===== src/rtl/serial_compare_ctrl_pkg.sv =====
// Shared types and helpers for the serial magnitude comparator.
package serial_compare_ctrl_pkg;

    // Sequencer states; the unused encoding 2'd3 recovers to S_IDLE.
    typedef enum logic [1:0] {
        S_IDLE = 2'd0,
        S_RUN  = 2'd1,
        S_DONE = 2'd2
    } state_t;

    // Slice counter width: $clog2(nslice), never narrower than one bit.
    function automatic int idx_width(input int nslice);
        return (nslice > 1) ? $clog2(nslice) : 1;
    endfunction

endpackage


===== src/rtl/two_bit_comparator.sv =====
// One 2-bit magnitude slice with chained equal/greater inputs from the
// more significant slices.
module two_bit_comparator (
    input  logic       preEQ,
    input  logic       preGT,
    input  logic [1:0] A,
    input  logic [1:0] B,
    output logic       EQ,
    output logic       GT
);

    // Still equal only if all higher slices were equal and this one is too;
    // greater is decided by the first slice that differs.
    always_comb begin
        EQ = preEQ & (A == B);
        GT = preGT | (preEQ & (A > B));
    end

endmodule


===== src/rtl/serial_compare_ctrl.sv =====
// Sequencer that runs one two_bit_comparator slice MSB-first over two
// WIDTH-bit operands, 2 bits per cycle, with a start/done handshake.
module serial_compare_ctrl
    import serial_compare_ctrl_pkg::*;
#(
    parameter int WIDTH      = 32,
    parameter int EARLY_EXIT = 0
) (
    input  logic             clock,
    input  logic             reset_n,
    input  logic             start,
    input  logic [WIDTH-1:0] a,
    input  logic [WIDTH-1:0] b,
    output logic             busy,
    output logic             done,
    output logic             eq,
    output logic             gt,
    output logic             lt
);

    localparam int NSLICE = WIDTH / 2;
    localparam int IDX_W  = idx_width(NSLICE);
    localparam logic [IDX_W-1:0] IDX_LAST = IDX_W'(NSLICE - 1);

    if ((WIDTH % 2) != 0 || WIDTH < 4) begin : g_width_check
        $error("serial_compare_ctrl: WIDTH must be even and >= 4");
    end

    state_t           r_state;
    state_t           w_next;
    logic             w_accept;
    logic             w_finish;
    logic [WIDTH-1:0] r_a;
    logic [WIDTH-1:0] r_b;
    logic             r_pre_eq;
    logic             r_pre_gt;
    logic [IDX_W-1:0] r_idx;
    logic [1:0]       w_sl_a;
    logic [1:0]       w_sl_b;
    logic             w_eq;
    logic             w_gt;
    logic             r_busy;
    logic             r_done;
    logic             r_eq;
    logic             r_gt;
    logic             r_lt;

    // Select the operand slice addressed by the counter.
    always_comb begin
        w_sl_a = r_a[{r_idx, 1'b0} +: 2];
        w_sl_b = r_b[{r_idx, 1'b0} +: 2];
    end

    two_bit_comparator u_slice (
        .preEQ (r_pre_eq),
        .preGT (r_pre_gt),
        .A     (w_sl_a),
        .B     (w_sl_b),
        .EQ    (w_eq),
        .GT    (w_gt)
    );

    // State register.
    always_ff @(posedge clock or negedge reset_n) begin
        if (!reset_n) begin
            r_state <= S_IDLE;
        end else begin
            r_state <= w_next;
        end
    end

    // Next-state logic plus accept/finish strobes for the datapath.
    always_comb begin
        w_next   = r_state;
        w_accept = 1'b0;
        w_finish = 1'b0;
        case (r_state)
            S_IDLE: begin
                if (start) begin
                    w_accept = 1'b1;
                    w_next   = S_RUN;
                end
            end
            S_RUN: begin
                if (r_idx == '0 || (EARLY_EXIT != 0 && !w_eq)) begin
                    w_finish = 1'b1;
                    w_next   = S_DONE;
                end
            end
            S_DONE: begin
                if (start) begin
                    w_accept = 1'b1;
                    w_next   = S_RUN;
                end else begin
                    w_next   = S_IDLE;
                end
            end
            default: w_next = S_IDLE;
        endcase
    end

    // Operand capture, chained pre-registers, slice counter and registered
    // outputs; busy/done are decoded from the next state so they line up
    // with the state register without any input-to-output path.
    always_ff @(posedge clock or negedge reset_n) begin
        if (!reset_n) begin
            r_a      <= '0;
            r_b      <= '0;
            r_pre_eq <= 1'b0;
            r_pre_gt <= 1'b0;
            r_idx    <= '0;
            r_busy   <= 1'b0;
            r_done   <= 1'b0;
            r_eq     <= 1'b0;
            r_gt     <= 1'b0;
            r_lt     <= 1'b0;
        end else begin
            r_busy <= (w_next == S_RUN);
            r_done <= (w_next == S_DONE);
            if (w_accept) begin
                r_a      <= a;
                r_b      <= b;
                r_pre_eq <= 1'b1;
                r_pre_gt <= 1'b0;
                r_idx    <= IDX_LAST;
            end else if (r_state == S_RUN) begin
                r_pre_eq <= w_eq;
                r_pre_gt <= w_gt;
                if (r_idx != '0) begin
                    r_idx <= r_idx - IDX_W'(1);
                end
            end
            if (w_finish) begin
                r_eq <= w_eq;
                r_gt <= w_gt;
                r_lt <= ~w_eq & ~w_gt;
            end
        end
    end

    assign busy = r_busy;
    assign done = r_done;
    assign eq   = r_eq;
    assign gt   = r_gt;
    assign lt   = r_lt;

endmodule


===== config.mk =====
export PLATFORM = sky130hd
export DESIGN_NAME = serial_compare_ctrl
export DESIGN_NICKNAME = d
export VERILOG_FILES = /design/src/rtl/serial_compare_ctrl_pkg.sv /design/src/rtl/two_bit_comparator.sv /design/src/rtl/serial_compare_ctrl.sv
export SDC_FILE = /design/constraint.sdc
export NUM_CORES = 1
export LEC_CHECK = 0
export CORE_MARGIN = 3
export CORE_UTILIZATION = 53
export DETAILED_ROUTE_END_ITERATION = 8
export DONT_BUFFER_PORTS = 1
export PLACE_DENSITY = 0.79
export SYNTH_ARGS = -nofsm -noshare
export SYNTH_HDL_FRONTEND = slang
export SYNTH_SLANG_ARGS = --single-unit

===== constraint.sdc =====
create_clock -name clock -period 2.5 [get_ports clock]
set_input_delay 0.75 -clock clock [delete_from_list [all_inputs] [get_ports clock]]
set_output_delay 0.75 -clock clock [all_outputs]
set_load 0.05 [all_outputs]

After elaboration in Yosys (flattened, before gate mapping)
Index checks and enable logic that the tools add are counted.
{ "op_classes": {"n_addsub": 1, "order_cmp": 1, "n_eq_ne": 5, "shift": 2, "mux": 15, "n_bitwise": 6, "n_reduce_logical": 7} }
{ "op_table": {"columns": ["operator", "count"], "rows": [
  ["32-bit by 6-bit indexed part select with 2-bit output", 2],
  ["4-bit 2-to-1 mux", 3],
  ["1-bit 2-to-1 mux", 9],
  ["2-bit case mux with 3 select lines", 1],
  ["2-bit by 1-bit == test with 1-bit output, second input constant", 2],
  ["2-bit == test, second input constant", 2],
  ["4-bit zero test", 1],
  ["2-bit 2-to-1 mux", 2],
  ["2-bit nonzero test", 2],
  ["4-bit nonzero test", 1],
  ["4-bit by 1-bit subtractor with 4-bit output, second input constant", 1],
  ["1-bit bitwise AND", 3],
  ["2-bit == test", 1],
  ["2-bit > comparator", 1],
  ["2-bit zero test", 1],
  ["1-bit inverter", 2],
  ["2-bit AND reduction", 1],
  ["2-bit OR reduction", 1],
  ["1-bit OR", 1]
]} }
{ "word_totals": {"ff_bits": 77, "inputBits": 67, "output_inout_bits": 5, "wordCells": 48} }

Longest topological paths before layout
Gate-level depths: netlist of run 1.
{ "logic_depth": {"depth_word": 6, "depth_mapped": 11, "ltp_nobuf": 9} }

Cells and area by module
From an unflattened synthesis of run 1, not the netlist that was laid out.
{ "unflattened": {"hier_cells": 384, "area_unflattened_um2": 3567.2} }
{ "by_module_without_submodules": {"columns": ["module", "n_inst", "cells_per_inst", "area_each_um2", "seq_area_each_um2"], "rows": [
  ["serial_compare_ctrl", 1, 374, 3495.9, 1926.8],
  ["two_bit_comparator", 1, 10, 71.3, 0.0]
]} }

Worst setup path before layout of run 1
No wires, ideal clock.
{ "synth_path": {"kind": "register to register", "startpoint": "register r_idx[0]", "endpoint": "register r_gt (netlist: gt)", "setup_time_ns": 0.129, "t_arrival_ns": 2.099, "slack_ns": 0.272, "path_stages_with_launch": 10, "n_path_buf": 2, "synth_period_minus_slack_ns": 2.228, "path_cell_list": "dfrtp_1 buf_6 buf_12 mux4_2 a22oi_1 o21ai_1 ha_1 a21o_1 a31oi_1 o21ai_0"} }
{ "synth_between": {"elab_chain_cells": 4, "word_cells_on_any_way": 8} }
{ "synth_lines": {"columns": ["item", "line_no", "text"], "rows": [
  ["from (decl)", "serial_compare_ctrl.sv:37", "logic [IDX_W-1:0] r_idx;"],
  ["from (signal assigned)", "serial_compare_ctrl.sv:130", "r_idx <= r_idx - IDX_W'(1);"],
  ["32-bit by 6-bit indexed part select with 2-bit output, on equally long branches", "serial_compare_ctrl.sv:50, serial_compare_ctrl.sv:51", null],
  ["2-bit > comparator", "two_bit_comparator.sv:16", "GT = preGT | (preEQ & (A > B));"],
  ["1-bit bitwise AND", "two_bit_comparator.sv:16", null],
  ["1-bit OR", "two_bit_comparator.sv:16", null],
  ["to (signal assigned)", "serial_compare_ctrl.sv:135", "r_gt <= w_gt;"],
  ["to (decl)", "serial_compare_ctrl.sv:45", "logic r_gt;"]
]} }
Parallel ways exist; a longest one is shown, timed or not.
A chain may end at the register's enable or synchronous reset.

Worst setup path in the final report of run 1
{ "layout_path": {"startpoint": "register r_idx[0]", "endpoint": "register r_lt (netlist: lt)"} }
{ "layout_between": {"elab_chain_cells": 6, "word_cells_on_any_way": 13} }
{ "layout_lines": {"columns": ["item", "line_no", "text"], "rows": [
  ["32-bit by 6-bit indexed part select with 2-bit output, on equally long branches", "serial_compare_ctrl.sv:50, serial_compare_ctrl.sv:51", null],
  ["2-bit > comparator", "two_bit_comparator.sv:16", null],
  ["1-bit bitwise AND", "two_bit_comparator.sv:16", null],
  ["1-bit OR", "two_bit_comparator.sv:16", null],
  ["1-bit inverter", "serial_compare_ctrl.sv:136", "r_lt <= ~w_eq & ~w_gt;"],
  ["1-bit bitwise AND", "serial_compare_ctrl.sv:136", null],
  ["to (signal assigned)", "serial_compare_ctrl.sv:136", null],
  ["to (decl)", "serial_compare_ctrl.sv:46", "logic r_lt;"]
]} }
Parallel ways exist; a longest one is shown, timed or not.

==> results.json, run 1 <==
{
  "status": "finished with violations",
  "violations": "negative setup slack",
  "worst_slack_ps": -39.0,
  "period_needed_ps": 2540,
  "vias_per_cell": 5.55,
  "yosysTopAreaCell": "dfrtp_1",
  "grt_pass1_wl_um": 11900,
  "cp-end-kind": "flop",
  "dieArea_um2": 7770,
  "crit_path_cell_trace": "buf_12, buf_6, mux2i_1, a221oi_1, a22oi_1, o21ai_1, ha_4, a21o_1, a31oi_4, a22o_1",
  "initial_core_util_pct": 55.3,
  "first_iter_violations": 167,
  "hp-class": "input port to asynchronous set/reset pin",
  "core_area_um2": 6460,
  "hold_viol": 0,
  "clock-sinks": 77,
  "ios": 72,
  "drc_errors": 0,
  "reg2reg_setup_slack_ps": -40,
  "diodes": 0,
  "multi_input_area_um2": 1570,
  "final-setup-viol-count": 3,
  "cellPowerDensity_nw_per_um2": 1500,
  "leakage_nw": 2.11,
  "die_height_um": 88.1,
  "drive_above_1_share_pct": 14.4,
  "nets": 462,
  "crit_slowest_cell": "a221oi_1",
  "grt_usage_pct": 20.3,
  "yosysWarnings": 0,
  "layout_commonest_cell": "nand2_1",
  "area_delta_synth_final_pct": 12.8,
  "timing.fmax_mhz": 394,
  "cts_buffers": 9,
  "worstSetupStartpointType": "flop",
  "fp.dieW_um": 88.1,
  "synthDistinctLibCells": 38,
  "clockBufferDepth": 2,
  "grt_start_max_net_pins": 78,
  "cp_max_fo": 7,
  "clockPowerShare_pct": 16.9,
  "wire_per_inst_um": 16.6,
  "pre_cts_slack_ps": 74.1,
  "antenna_found_initial": 0,
  "clkTransAtPathRegs_ps": 70,
  "avgSynthCellArea_um2": 9.36,
  "grt_overflow": 0,
  "syn_nets": 452,
  "report.power.total_mw": 6.04,
  "most-common-layout-cells": "nand2_1, dfrtp_1, mux2i_1",
  "fin_crit_sh_pct": 102,
  "finalClockSkew_ps": 13.7,
  "switchingPower_mw": 2.30,
  "yosys_register_bits": 77,
  "intPower_mw": 3.74,
  "r2r_cells": 10,
  "vdd_drop_max_uv": 651,
  "cts_tree": "yes",
  "worstPathRequired_ps": 2780,
  "via_count": 2625,
  "root_buffer": "clkbuf_8",
  "max_stage_delay_ps": 480,
  "finalSetupTns_ps": -82.4,
  "maxCapViolCount": 0,
  "path_class": "flop to flop",
  "clock_insertion_delay_worst_skew_ps": 360,
  "synthesis.area_um2": 3570,
  "stdcell_area_um2": 4030,
  "rr_startpoint": "r_idx[0]",
  "firstDrtPassIters": 4,
  "regArea_um2": 1930,
  "worstReg2RegEnd": "lt",
  "netlist.area_leader.share_pct": 53.9,
  "switching_share_pct": 38.1,
  "synthCells": 382,
  "grt_pass1_vias": 2464,
  "tightest_slew_ps": 581,
  "portBuffers": 0,
  "htreeDepth": 3,
  "ys_seq_area_share_pct": 53.9,
  "row_count": 29,
  "drtAntennaViolNets": 0,
  "maxSlewHeadroom_pct": 61.3,
  "power_frac_seq_pct": 37.8,
  "cp_data_arrival_time_ps": 2820,
  "placed_cell_area_um2": 3610,
  "synth.area.top_cells": "dfrtp_1, nand2_1, mux2i_1",
  "totalWireLength_um": 7830,
  "p_comb_share_pct": 45.3,
  "slew_violations": 0,
  "dpl.hpwl_um": 4860,
  "gp_congestion": 0.866,
  "fillers": 529
}
## power by group through the flow
stage | registers (mW) | clock network, mW | logic (mW)
floorplan | 2.15 | 0 | 1.78
global placement | 2.25 | 0 | 1.99
detailed placement | 2.28 | 0 | 2.04
CTS | 2.26 | 1.04 | 2.06
global route | 2.35 | 1.11 | 3.02
finish | 2.28 | 1.02 | 2.74
## worst max path at each step
stage / cells after the start / end / slack [ps] / startpoint
finish: 10 / lt / -40 / r_idx[0]
global route: 10 / lt / -190 / r_idx[0]
CTS: 8 / lt / 30 / r_idx[1]
detailed placement: 8 / gt / 70 / r_idx[1]
global placement: 8 / gt / 130 / r_idx[0]
floorplan: 9 / gt / 270 / r_idx[0]
## worst max-delay path: cells and delay by family, from the launching register on
family / cells / cell delay [ps]
compound gates: 6 / 1370
fa+ha+maj: 1 / 250
buf+inv: 2 / 290
flops: 1 / 430
mux: 1 / 130
## metal layers
metal  up-vias  share of wire [%]  track usage (%)
met5         -                  0                0
met4         0                2.0             7.42
met3        13                6.0             7.06
met2        86                 48             29.3
met1      1273                 44             28.6
li1       1253                  -                -
## cell type report
| class | instances | area share [%] |
|---|---|---|
| Sequential cell | 77 | 47.8 |
| Multi-Input combinational cell | 276 | 38.8 |
| Timing Repair Buffer | 21 | 5.06 |
| Clock buffer | 11 | 3.50 |
| Tap cell | 77 | 2.39 |
| Clock inverter | 4 | 1.80 |
| Inverter | 7 | 0.682 |
## flip-flops by register name, summed over array words and instances (netlist names)
register,flops
r_a,32
r_b,32
r_idx,4
r_state,2
busy,1
done,1
eq,1
gt,1
lt,1
r_pre_eq,1
r_pre_gt,1
## stage by stage
step           hold WS (ps)  util [%]  instances
2_1_floorplan           437         -        382
3_3_place_gp            451      55.9        444
3_5_place_dp            456      55.9        444
4_1_cts                75.9      59.2        459
5_1_grt                55.7      62.5        473
6_report               87.2      62.5        473
## cell usage after synthesis, drive strengths merged
cell type	n
mux4	8
a21oi	3
nand2	204
and2	1
o21ai	5
o211ai	1
mux2i	16
nand4	1
ha	3
xor2	1
nor2b	2
buf	6
a221oi	6
inv	6
nor2	5
clkbuf	16
a22o	1
nand2b	2
o22ai	1
nand3	4
clkinv	1
xnor2	2
a21o	1
o211a	2
a22oi	4
dfrtp	77
a31oi	1
or3b	1
and2b	1
## cell families (layout without fill, tap and decap cells)
family | after synthesis | after routing | synth area share [%]
AO/OA/AOI/OAI | 25 | 25 | 5.36
XOR/XNOR | 3 | 3 | 0.735
adder cells (fa/ha/maj) | 3 | 3 | 1.05
buffers and inverters | 29 | 43 | 4.55
flip-flops | 77 | 77 | 53.9
multiplexers | 24 | 24 | 10.0
AND/OR/NAND/NOR | 221 | 221 | 24.4
## repair_timing
| action | in CTS | in global routing |
|---|---|---|
| buffers inserted | 0 | 13 |
| hold buffers | 0 | 0 |
| endpoints found under the setup margin | 0 | 3 |
| gates resized for setup | 0 | 19 |
Power figures use the tool's default switching activity.
==> run 2, diff against run 1 <==
PLACE_DENSITY = 0.68   (was 0.79)
==> results.json, run 2 (synthesized netlist as in run 1, its figures left out) <==
{
  "fp.dieW_um": 88.1,
  "clockBufferDepth": 2,
  "finalSetupTns_ps": 0,
  "crit_path_cell_trace": "buf_12, buf_4, mux2i_1, a221oi_2, a21oi_1, o211a_1, ha_1, nand3_1, and2_1, a22o_1",
  "layout_commonest_cell": "nand2_1",
  "crit_slowest_cell": "dfrtp_1",
  "area_delta_synth_final_pct": 9.31,
  "rsz0062_at_grt": "false",
  "vdd_drop_max_uv": 729,
  "worstSetupStartpointType": "flop",
  "maxCapViolCount": 0,
  "period_needed_ps": 2360,
  "fin_crit_sh_pct": 94.4,
  "rr_startpoint": "r_idx[0]",
  "finish.utilization_pct": 60.5,
  "totalWireLength_um": 7190,
  "grt_pass1_vias": 2508,
  "placed_cell_area_um2": 3630,
  "cp_top_family": "compound AO/OA/AOI/OAI gates",
  "grt_overflow": 0,
  "core_area_um2": 6460,
  "worstPathRequired_ps": 2740,
  "slew_violations": 0,
  "largestRegisters": "r_a (32), r_b (32), r_idx (4)",
  "row_count": 29,
  "die_height_um": 88.1,
  "drt-met1-wl_um": 3390,
  "drive_above_1_share_pct": 11.8,
  "antenna_found_initial": 0,
  "cp_max_fo": 17,
  "diodes": 0,
  "dp.cells": 443,
  "clkTransAtPathRegs_ps": 80,
  "tightest_slew_ps": 540,
  "pre_cts_slack_ps": -50.0,
  "cts_tree": "yes",
  "stdcell_area_um2": 3910,
  "grt_usage_pct": 20.2,
  "final-setup-viol-count": 0,
  "grt_pass1_wl_um": 11800,
  "dpl.hpwl_um": 4940,
  "finalClockSkew_ps": 8.55,
  "wl_met3_um": 441,
  "drtAntennaViolNets": 0,
  "topRoutingLayerUsed": "met4",
  "wire_per_inst_um": 15.4,
  "gp_congestion": 0.859,
  "first_iter_violations": 134,
  "leakage_nw": 2.06,
  "hp-class": "input port to asynchronous set/reset pin",
  "cp-end-kind": "flop",
  "max_stage_delay_ps": 420,
  "path_buf_inv": 2,
  "worstReg2RegEnd": "lt",
  "firstDrtPassIters": 4,
  "cellPowerDensity_nw_per_um2": 1420,
  "path_class": "flop to flop",
  "initial_core_util_pct": 55.3,
  "whs_ps": 86.7,
  "timing.fmax_mhz": 424,
  "portBuffers": 0,
  "drc_errors": 0,
  "status": "completed",
  "root_buffer": "clkbuf_8",
  "clock-sinks": 77,
  "ios": 72,
  "dieArea_um2": 7770,
  "report.power.total_mw": 5.55,
  "worst_slack_ps": 141,
  "r2r_cells": 10,
  "vias_per_cell": 5.29,
  "clock_insertion_delay_worst_skew_ps": 350,
  "wl_met2_um": 3250,
  "cp_data_arrival_time_ps": 2600,
  "htreeDepth": 3,
  "cts_buffers": 9,
  "maxSlewHeadroom_pct": 63.9,
  "most-common-layout-cells": "nand2_1, dfrtp_1, mux2i_1",
  "hold_viol": 0,
  "reg2reg_setup_slack_ps": 140,
  "grt_start_max_net_pins": 78,
  "via_count": 2478,
  "nets": 456,
  "final_cells": 468
}
-- run 2: area by class of cell --
type,count,area [um^2]
fill,586,2550
sequential,77,1930
multi-input combinational,276,1500
timing repair buffer,15,154
clock buffer,10,138
tap,77,96.3
clock inverter,6,68.8
inverter,7,27.5
-- run 2: worst max-delay path by stage --
stage	cells past startpoint	end	startpoint	slack [ps]
3_5_place_dp	8	gt	r_idx[1]	-50
6_report	10	lt	r_idx[0]	140
2_1_floorplan	9	gt	r_idx[0]	270
5_1_grt	9	gt	r_idx[0]	3
3_3_place_gp	8	gt	r_idx[0]	110
4_1_cts	8	gt	r_idx[0]	0.5
-- run 2: repair_timing --
item / in CTS / in global routing
resized for setup: 1 / 4
hold buffers: 0 / 0
setup endpoints to repair: 3 / 3
pin swaps: 0 / 2
buffers inserted: 0 / 9
endpoints found under the hold margin: 0 / 0
-- run 2: per-layer routing --
layer | vias up | track usage (%)
li1 | 1247 | -
met1 | 1163 | 28.8
met2 | 58 | 29.1
met3 | 10 | 7.24
met4 | 0 | 6.46
met5 | - | 0
-- run 2: where the power goes --
part           switching [mW]  internal (mW)  leakage, nW
combinational            1.18           1.13         1.01
sequential              0.459           1.82        0.951
clock                   0.468          0.495        0.103
